==> config.mk <==
export PLATFORM = sky130hd
export DESIGN_NAME = dff_monitor
export DESIGN_NICKNAME = d
export VERILOG_FILES = /design/src/rtl/dff_monitor.sv
export SDC_FILE = /design/constraint.sdc
export NUM_CORES = 1
export LEC_CHECK = 0
export BUFFER_PORTS_ARGS = -buffer_cell sky130_fd_sc_hd__buf_4
export CELL_PAD_IN_SITES_DETAIL_PLACEMENT = 1
export CELL_PAD_IN_SITES_GLOBAL_PLACEMENT = 2
export CORE_ASPECT_RATIO = 0.5
export CORE_UTILIZATION = 28
export CTS_CLUSTER_DIAMETER = 60
export CTS_CLUSTER_SIZE = 10
export DETAILED_ROUTE_END_ITERATION = 12
export PLACE_DENSITY = 0.79
export SETUP_SLACK_MARGIN = 0.05
export SLEW_MARGIN = 5
export SYNTH_ARGS = -nofsm -noshare
export SYNTH_HDL_FRONTEND = slang
export SYNTH_SLANG_ARGS = --single-unit
==> constraint.sdc <==
create_clock -name clk -period 2.3 [get_ports clk]
set_input_delay 0.115 -clock clk [delete_from_list [all_inputs] [get_ports clk]]
set_output_delay 0.115 -clock clk [all_outputs]
set_load 0.05 [all_outputs]
==> src/rtl/dff_monitor.sv <==
`default_nettype none
// ============================================================================
// Module      : dff_monitor
// Description : Watches a flip-flop with synchronous reset/set/enable and
//               checks its q / q_n outputs against an internal reference
//               model of the same flop. After enable, the monitor waits in
//               SYNC for the first control event. That event gives it a known
//               state. From then on, every edge in CHECK compares the outputs
//               against the model state from the previous edge.
// Revision    : 1.0 - initial release
//
// Parameters
//   ERR_CNT_W  width of the saturating mismatch counter
//   CHK_CNT_W  width of the saturating compare counter, cycle counter and
//              captured failure cycle
//
// Ports
//   clk         rising-edge clock for every flop
//   reset       synchronous active-high monitor reset (highest priority)
//   mon_en      monitor enable; low drops to IDLE and discards the model
//   obs_d       observed flop data input
//   obs_reset   observed flop reset input (priority over set)
//   obs_set     observed flop set input (priority over enable)
//   obs_enable  observed flop load enable
//   obs_q       observed flop output
//   obs_q_n     observed flop inverted output
//   synced      high while in CHECK
//   err         sticky mismatch flag
//   err_cnt     saturating mismatch count
//   chk_cnt     saturating count of compares performed
//   fail_cycle  CHECK-cycle index of the first mismatch (capture build only)
//   fail_exp    model q at the first mismatch (capture build only)
//
// Build option
//   DFF_MON_CAPTURE_EN  when defined, adds the CHECK cycle counter and the
//                       first-failure capture registers. Otherwise
//                       fail_cycle and fail_exp are tied to 0.
// ============================================================================
module dff_monitor #(
  parameter int ERR_CNT_W = 8,
  parameter int CHK_CNT_W = 16
) (
  input  logic                 clk,
  input  logic                 reset,
  input  logic                 mon_en,
  input  logic                 obs_d,
  input  logic                 obs_reset,
  input  logic                 obs_set,
  input  logic                 obs_enable,
  input  logic                 obs_q,
  input  logic                 obs_q_n,
  output logic                 synced,
  output logic                 err,
  output logic [ERR_CNT_W-1:0] err_cnt,
  output logic [CHK_CNT_W-1:0] chk_cnt,
  output logic [CHK_CNT_W-1:0] fail_cycle,
  output logic                 fail_exp
);

  localparam logic [ERR_CNT_W-1:0] c_err_one = {{(ERR_CNT_W-1){1'b0}}, 1'b1};
  localparam logic [CHK_CNT_W-1:0] c_chk_one = {{(CHK_CNT_W-1){1'b0}}, 1'b1};

  typedef enum logic [1:0] {
    S_IDLE  = 2'd0,
    S_SYNC  = 2'd1,
    S_CHECK = 2'd2
  } state_t;

  state_t               state_q, state_d;
  logic                 exp_q, exp_d;
  logic                 err_q, err_d;
  logic [ERR_CNT_W-1:0] err_cnt_q, err_cnt_d;
  logic [CHK_CNT_W-1:0] chk_cnt_q, chk_cnt_d;

  logic w_ctl_any;
  logic w_ref_next;
  logic w_mismatch;
  logic w_do_cmp;

  // Reference flop next state: reset beats set, and set beats enable.
  assign w_ctl_any  = obs_reset | obs_set | obs_enable;
  assign w_ref_next = obs_reset  ? 1'b0 :
                      obs_set    ? 1'b1 :
                      obs_enable ? obs_d : exp_q;

  // A wrong q, a wrong q_n, or both wrong counts as a single mismatch.
  assign w_mismatch = (obs_q != exp_q) || (obs_q_n != ~exp_q);

  always_comb begin
    state_d   = state_q;
    exp_d     = exp_q;
    err_d     = err_q;
    err_cnt_d = err_cnt_q;
    chk_cnt_d = chk_cnt_q;
    w_do_cmp  = 1'b0;

    if (!mon_en) begin
      // A disable ends the session. Do no compare on this edge and clear
      // the model so the next session has to sync again.
      state_d = S_IDLE;
      exp_d   = 1'b0;
    end else begin
      case (state_q)
        S_IDLE: state_d = S_SYNC;
        S_SYNC: begin
          // The first control event puts the observed flop in a known state.
          if (w_ctl_any) begin
            exp_d   = w_ref_next;
            state_d = S_CHECK;
          end
        end
        S_CHECK: begin
          w_do_cmp = 1'b1;
          exp_d    = w_ref_next;
        end
        default: state_d = S_IDLE;
      endcase
    end

    if (w_do_cmp) begin
      if (chk_cnt_q != '1) chk_cnt_d = chk_cnt_q + c_chk_one;
      if (w_mismatch) begin
        err_d = 1'b1;
        if (err_cnt_q != '1) err_cnt_d = err_cnt_q + c_err_one;
      end
    end
  end

  always_ff @(posedge clk) begin
    if (reset) begin
      state_q   <= S_IDLE;
      exp_q     <= 1'b0;
      err_q     <= 1'b0;
      err_cnt_q <= '0;
      chk_cnt_q <= '0;
    end else begin
      state_q   <= state_d;
      exp_q     <= exp_d;
      err_q     <= err_d;
      err_cnt_q <= err_cnt_d;
      chk_cnt_q <= chk_cnt_d;
    end
  end

  assign synced  = (state_q == S_CHECK);
  assign err     = err_q;
  assign err_cnt = err_cnt_q;
  assign chk_cnt = chk_cnt_q;

`ifdef DFF_MON_CAPTURE_EN
  logic [CHK_CNT_W-1:0] cyc_q, cyc_d;
  logic [CHK_CNT_W-1:0] fail_cycle_q, fail_cycle_d;
  logic                 fail_exp_q, fail_exp_d;

  // The sticky err flag shows that the first failure is already captured.
  always_comb begin
    cyc_d        = cyc_q;
    fail_cycle_d = fail_cycle_q;
    fail_exp_d   = fail_exp_q;
    if (w_do_cmp) begin
      if (cyc_q != '1) cyc_d = cyc_q + c_chk_one;
      if (w_mismatch && !err_q) begin
        fail_cycle_d = cyc_q;
        fail_exp_d   = exp_q;
      end
    end
  end

  always_ff @(posedge clk) begin
    if (reset) begin
      cyc_q        <= '0;
      fail_cycle_q <= '0;
      fail_exp_q   <= 1'b0;
    end else begin
      cyc_q        <= cyc_d;
      fail_cycle_q <= fail_cycle_d;
      fail_exp_q   <= fail_exp_d;
    end
  end

  assign fail_cycle = fail_cycle_q;
  assign fail_exp   = fail_exp_q;
`else
  assign fail_cycle = '0;
  assign fail_exp   = 1'b0;
`endif

endmodule
`default_nettype wire
# [Yosys cells after proc, flatten, opt, wreduce, memory -nomap -nowiden]
# Index checks and enable logic that the tools add are counted.
[totals] ff_bits=28
[op_classes] reduce_logical=9 eq_ne=7 n_addsub=2 bitwise=5 mux=9
[ops] cell="16-bit by 1-bit adder with 16-bit output (second input constant)" n=1
[ops] cell="16-bit inequality test (second input constant)" n=1
[ops] cell="8-bit by 1-bit adder with 8-bit output (second input constant)" n=1
[ops] cell="8-bit inequality test (second input constant)" n=1
[ops] cell="2-bit AND reduction" n=4
[ops] cell="1-bit 2-to-1 mux" n=6
[ops] cell="2-bit one-hot mux with 3 select lines" n=1
[ops] cell="1-bit NOT" n=3
[ops] cell="3-bit AND reduction" n=1
[ops] cell="2-bit by 1-bit equality test with 1-bit output (second input constant)" n=1
[ops] cell="2-bit equality test (second input constant)" n=1
[ops] cell="2-bit zero test" n=1
[ops] cell="2-bit 2-to-1 mux" n=1
[ops] cell="1-bit inequality test" n=2
[ops] cell="2-bit inequality test (second input constant)" n=1
[ops] cell="1-bit OR" n=2
[ops] cell="1-bit one-hot mux with 2 select lines" n=1
[ops] cell="2-bit nonzero test" n=1
[ops] cell="2-bit OR reduction" n=1
[ops] cell="1-bit logical OR" n=1

# [Longest topological paths before layout]
# Gate-level depths: netlist of run 1.
[depth] depth_word=5 ltp_mapped=6

# [Least setup slack after synthesis of run 1]
# Ideal clock, no wire load.
[synth_timing] path_type="register -> register" start="reg chk_cnt_q[1] (netlist: chk_cnt[1])" end="reg chk_cnt_q[14] (netlist: chk_cnt[14])" n_path_buf=0 path_stages_with_launch=6 arrival_ps=1950 path_slack_ps=229 period_less_slack_ps=2071 setup_time_ps=121 t_required_ps=2179 path_cell_list="dfxtp_1 ha_1 nand4_1 nor4_1 nand4_1 mux2_2"
[synth_via] elab_chain_len=2 elab_cells_between_ends=3 cone_classes="1 x add/sub; 1 x eq/ne; 1 x reduce/logical"
[synth_lines] element="from (decl)" line="73" rtl="logic [CHK_CNT_W-1:0] chk_cnt_q, chk_cnt_d;"
[synth_lines] element="from (signal assigned)" line="141" rtl="chk_cnt_q <= chk_cnt_d;"
[synth_lines] element="branches (longest 2 deep; another with 16-bit by 1-bit adder with 16-bit output)"
# Parallel ways; which one is timed is not known.
# A chain may end at the register's enable or synchronous reset.

# [Final worst setup path of run 1]
[layout_timing] start="reg state_q[1]" end="reg err_cnt_q[5] (netlist: err_cnt[5])"
[layout_via] elab_chain_len=4
[layout_lines] element="from (decl)" line="69" rtl="state_t state_q, state_d;"
[layout_lines] element="from (signal assigned)" line="137" rtl="state_q <= state_d;"
[layout_lines] element="2-bit equality test" line="103" rtl="case (state_q)"
[layout_lines] element="1-bit 2-to-1 mux" line="103"
[layout_lines] element="1-bit 2-to-1 mux" line="97" rtl="if (!mon_en) begin"
[layout_lines] element="3-bit AND reduction (no line)"
[layout_lines] element="to (signal assigned)" line="140" rtl="err_cnt_q <= err_cnt_d;"
[layout_lines] element="to (decl)" line="72" rtl="logic [ERR_CNT_W-1:0] err_cnt_q, err_cnt_d;"
# No other way between the ends.

==> impl_metrics.toml, run 1 <==
[timing]
setup_viol = 0
hold_viol_final = 0
fin_ws_ns = 0.363
report.final.slew_viol_count = 0
grt_setup_unrepaired = "false"
final.setup.tns_ns = 0
worst_pin_slew_ns = 0.977
max-slew-margin-rel = 0.346
final.min_clock_period_ns = 1.94
fmax_mhz = 516
fin_crit_sh = 0.842
clock-skew-final_ns = 0.00188

[clocking]
cts_made_buffers = 3
cts_tree = "yes"
cts_root_buffer = "clkbuf_16"
htreeDepth = 1
hold_buffers = 0
postCtsSetupBuffers = 0
cts-resized-gates = 0
clk_pin_slew_ns = 0.07
cts_buffer_depth = 2
clkLatencyLatePin_ns = 0.26
clock-sinks = 28

[finish]
antenna_cells = 0
nFillCells = 664
seqCellArea_um2 = 561
nNetsFinal = 236
area_growth_pct = 21.3
multi_input_area_um2 = 922
drive_gt1_frac = 0.238

[synth]
yosysTopAreaCell = "dfxtp_1"
syn_area_um2 = 1610
synth_warnings = 0
postSynthRegisterBits = 28
ys_seq_area_frac = 0.348
synth_top_area_frac = 0.348
synth_area_leaders = "dfxtp_1, buf_4, a21oi_1"
yosysUniqueCellTypes = 45
synth_cells = 189
syn_area_per_cell_um2 = 8.52

[global_routing]
overflow = 0
grt_pass1_vias = 1419
grt_pass1_wl_um = 6680
antenna_found_initial = 0
grt_max_degree = 33
grt_use_total = 0.138

[critical_path]
ff2ff_path_depth = 4
critPathMaxStageDelay_ns = 0.41
cp-start-kind = "flop"
end_kind = "flop"
critPathBufInv = 0
path_class = "flop to flop"
crit_family = "simple AND/OR/NAND/NOR gates"
cp_cell_sequence = "and3b_1 -> o211ai_1 -> nor4_1 -> mux2_2"
crit_slowest_cell = "dfxtp_1"
worstSetupPathDepth = 4
path_max_fanout = 15
cp.arrival_ns = 2.09
critPathRequiredTime_ns = 2.45

[route]
ant_nets = 0
drtPass1Iterations = 4
routed_wl_um = 3810
num_vias = 1473
wl_per_cell_um = 12.9
drt_drc_violations_left = 0
drtIter0Drc = 51
via_per_inst = 4.98

[die]
die_x_um = 109
initial_core_util = 0.292
die_h_um = 55.6
num_rows = 19
core_um2 = 5520
io_pins = 52
dieArea_um2 = 6080

[power]
vdd_drop_max_mv = 0.265
p_int_uw = 739
p_seq_frac = 0.498
powerDensity_nw_per_um2 = 505
p_leak_uw = 0.000746
sw_frac_of_total = 0.251
p_clk_frac = 0.393
switchingPower_uw = 248
p_comb_frac = 0.109

[min_path]
hold_path_depth = 3
hold_path.class = "primary input to flop"

[placed_design]
gp_congestion = 0.725
dp_hpwl_um = 2850
numPortBuffers = 34
dp_slack_ns = 0.381

[status]
outcome = "complete, no violations"

[job]
cap_violations = 0
layer usage:
metal / track usage / vias up / wire length, µm
met2: 0.234 / 33 / 1790
met4: 0.0210 / 0 / 19
met1: 0.180 / 707 / 1850
li1: - / 731 / -
met5: 0 / - / 0
met3: 0.0351 / 2 / 146
registers in the layout, indices dropped and copies added, names as in the netlist:
register / count
err: 1
err_cnt: 8
state_q: 2
exp_q: 1
chk_cnt: 16
worst register-to-register path: stages, from the launching register on:
cell and delay (ns):
dfxtp_1 0.41, and3b_1 0.24, o211ai_1 0.39, nor4_1 0.42
mux2_2 0.37
power groups by stage:
stage | Combinational (µW) | Sequential [µW] | Clock [µW]
finish | 108 | 491 | 388
global route | 114 | 492 | 435
CTS | 107 | 491 | 412
detailed placement | 107 | 503 | 0
global placement | 106 | 502 | 0
floorplan | 110 | 505 | 0
synth_stat cells:
cell type,count
a211oi_1,2
a21o_1,1
a21oi_1,13
a31oi_1,1
a41oi_1,1
and3_1,2
and3b_1,2
and4_1,1
buf_2,3
buf_4,17
buf_6,2
clkbuf_1,1
conb_1,1
dfxtp_1,28
ha_1,2
inv_1,5
mux2_2,4
mux2i_1,2
nand2_1,7
nand2b_1,4
nand3_1,7
nand3_2,1
nand3b_1,1
nand4_1,7
nand4_4,1
nand4b_1,2
nor2_1,12
nor2b_1,7
nor3_1,8
nor3b_1,3
nor4_1,5
nor4_4,1
o2111ai_1,1
o211ai_1,1
o21a_1,2
o21ai_0,10
o21ba_2,1
o31ai_1,3
o41ai_1,1
or2_2,1
or3_1,8
or3_2,1
or3b_2,1
or4_1,4
or4_4,1
layout make-up:
| type | count | share of cell area |
|---|---|---|
| Clock buffer | 3 | 0.0384 |
| Inverter | 5 | 0.00961 |
| Multi-Input combinational cell | 149 | 0.472 |
| Sequential cell | 28 | 0.287 |
| Tap cell | 73 | 0.0468 |
| Timing Repair Buffer | 38 | 0.146 |
stage by stage:
step | hold WS (ns) | utilization | area (µm²) | cells | power (µW)
after CTS | 0.129 | 0.354 | 1950 | 296 | 1010
after detailed placement | 0.410 | 0.341 | 1880 | 293 | 610
after global placement | 0.404 | 0.341 | 1880 | 293 | 608
after floorplan | 0.296 | - | 1670 | 205 | 615
final | 0.136 | 0.354 | 1950 | 296 | 987
after global routing | 0.140 | 0.354 | 1950 | 296 | 1040
worst paths after layout:
path | startpoint | end | slack (ns)
setup / recovery | state_q[1] | err_cnt[5] | 0.36
hold / removal | obs_reset | exp_q | 0.14
setup reg to reg | state_q[1] | err_cnt[5] | 0.36
hold reg to reg | err | err | 0.44
layout by cell type, fill, tap and decap left out, types with 2 or more instances in the layout:
master / n
buf_4: 38
dfxtp_1: 28
conb_1: 17
a21oi_1: 13
nor2_1: 12
o21ai_0: 10
or3_1: 8
nor3_1: 8
nor2b_1: 7
nand4_1: 7
nand2_1: 7
nand3_1: 7
inv_1: 5
nor4_1: 5
mux2_2: 4
nand2b_1: 4
or4_1: 4
nor3b_1: 3
o31ai_1: 3
clkbuf_16: 3
and3_1: 2
and3b_1: 2
o21a_1: 2
nand4b_1: 2
mux2i_1: 2
a211oi_1: 2
ha_1: 2
cell families (layout without fill, tap and decap cells):
kind of cell,Yosys count,in the layout,synth area share
AOI/OAI and AO/OA,37,37,0.140
adders and majority gates,2,2,0.0155
buffers and inverters,28,46,0.117
DFF,28,28,0.348
muxes,6,6,0.0404
other,1,17,0.00233
and+or+nand+nor,87,87,0.337
(Power assumes the default switching activity.)
==> run 2, diff against run 1 <==
Settings changed: CORE_UTILIZATION 28 to 26, PLACE_DENSITY 0.79 to 0.78.
Clock period 2.3 ns to 1.7 ns, I/O delays scaled along.
==> run 2 against run 1 <==
Effect of this change:
- non-clock buffer count rose by 17
- flip-flop and latch count did not move
- clock power rose by 43%
- critical path type unchanged
- critical endpoint is now chk_cnt[13]
- largest power group unchanged
==> impl_metrics.toml, run 2 (same netlist as run 1, synthesis figures left out) <==
[placed_design]
dp_hpwl_um = 3140
gp_congestion = 0.700
numPortBuffers = 34
dp_slack_ns = -0.00270
place_area_um2 = 2040
place_inst = 312

[clocking]
cts_buffer_depth = 2
htreeDepth = 1
clkLatencyLatePin_ns = 0.27
clock-sinks = 28
cts_made_buffers = 3
cts_tree = "yes"
cts_root_buffer = "clkbuf_16"
clk_pin_slew_ns = 0.07

[critical_path]
path_max_fanout = 3
end_kind = "flop"
worstSetupPathDepth = 5
crit_family = "simple AND/OR/NAND/NOR gates"
crit_path_end = "chk_cnt[13]"
critPathBufInv = 1
cp-start-kind = "flop"
r2r-end = "chk_cnt[13]"
path_class = "flop to flop"
cp.arrival_ns = 1.88
critPathRequiredTime_ns = 1.90
reg2reg_from = "state_q[0]"
crit_slowest_cell = "or4_4"
ff2ff_path_depth = 5
crit_path_start = "state_q[0]"
critPathMaxStageDelay_ns = 0.52
reg2reg_slack_ns = 0.02
cp_cell_sequence = "buf_6 -> nand4b_1 -> or4_4 -> or3_1 -> a21oi_1"

[power]
p_leak_uw = 0.000871
powerDensity_nw_per_um2 = 604
vdd_drop_max_mv = 0.354

[finish]
nNetsFinal = 253
fin_area_um2 = 2240
mostFrequentLayoutCell = "buf_4"
fin_cells = 325
final_util = 0.391
area_growth_pct = 39.2
layout_common_cells = "buf_4, conb_1, dfxtp_4, a21oi_1, nor2_1"
antenna_cells = 0
largest_reg_flops = 16
multi_input_area_um2 = 972
nFillCells = 692
seqCellArea_um2 = 629
drive_gt1_frac = 0.411

[die]
io_pins = 52
dieArea_um2 = 6530
initial_core_util = 0.281
die_x_um = 113
die_h_um = 57.7
core_um2 = 5730
num_rows = 19

[timing]
clock-skew-final_ns = 0.00843
fin_ws_ns = 0.0240
final.min_clock_period_ns = 1.68
report.final.slew_viol_count = 0
setup_viol = 0
fin_crit_sh = 0.986
fmax_mhz = 597
hold_viol_final = 0
grt_setup_unrepaired = "true"
holdWs_ns = 0.113

[route]
ant_nets = 0
routed_wl_um = 4310
drtPass1Iterations = 4
wl_per_cell_um = 13.2
drtIter0Drc = 31
via_per_inst = 4.82
num_vias = 1566
drt_drc_violations_left = 0

[global_routing]
grt_use_total = 0.142
grt_pass1_wl_um = 7320
overflow = 0
antenna_found_initial = 0
grt_pass1_vias = 1521
grt_max_degree = 33

[job]
cap_violations = 0

[min_path]
hold_path.class = "primary input to flop"

[status]
outcome = "complete, no violations"
==> run 2: changes by cell type in the layout (fill, tap and decap cells not counted), moves of 2 or more <==
cell	delta
buf_4	+13
buf_6	+3
dfxtp_1	-23
dfxtp_2	+7
dfxtp_4	+16
nor4_1	-2
o21ai_0	-2
o21ai_1	+2
==> run 2: what timing repair did <==
action | in CTS | in global routing
setup buffers | 3 | 6
pin swaps | 1 | 12
gates resized for setup | 4 | 9
hold buffers | 0 | 0
endpoints found under the setup margin | 4 | 15
==> run 2: cell type report <==
type                       instances  area share
tap                               84      0.0469
inverter                           5     0.00838
clock buffer                       3      0.0335
multi-input combinational        149       0.434
sequential                        28       0.281
timing repair buffer              55       0.195
clock inverter                     1     0.00168
==> run 2: how the worst min path moves through the flow <==
stage                          from    endpoint  slack (ns)  depth (start not counted)
after floorplan               reset  err_cnt[2]        0.26                          2
after global placement    obs_reset       exp_q        0.38                          3
after detailed placement  obs_reset       exp_q        0.40                          3
after CTS                 obs_reset       exp_q        0.11                          3
after global routing      obs_reset       exp_q        0.13                          3
final                     obs_reset       exp_q        0.11                          3
==> run 2: worst reg2reg max path: cells and delay by family (launching register included) <==
kind	cells	cell delay (ns)
and+or+nand+nor	3	1.05
DFF	1	0.33
AOI/OAI and AO/OA	1	0.13
buffers and inverters	1	0.11
==> run 2: per-stage QoR <==
stage	setup TNS [ns]	total power, µW
5_1_grt	-0.177	1410
3_3_place_gp	0	805
6_report	0	1350
3_5_place_dp	-0.00270	807
4_1_cts	0	1380
2_1_floorplan	0	807
==> run 2: routing by layer <==
| layer | vias up | GRT usage | wire length [µm] |
|---|---|---|---|
| met3 | 6 | 0.0324 | 137 |
| met1 | 755 | 0.173 | 1940 |
| li1 | 773 | - | - |
| met2 | 32 | 0.255 | 2170 |
| met4 | 0 | 0.0395 | 60 |
| met5 | - | 0 | 0 |
==> run 2: power by group <==
group          total, µW  switching, µW  leakage [µW]  internal [µW]
clock network        556            239     0.0000385            316
logic                159            122      0.000591           36.6
registers            638           3.74      0.000242            635
total               1350            365      0.000871            987
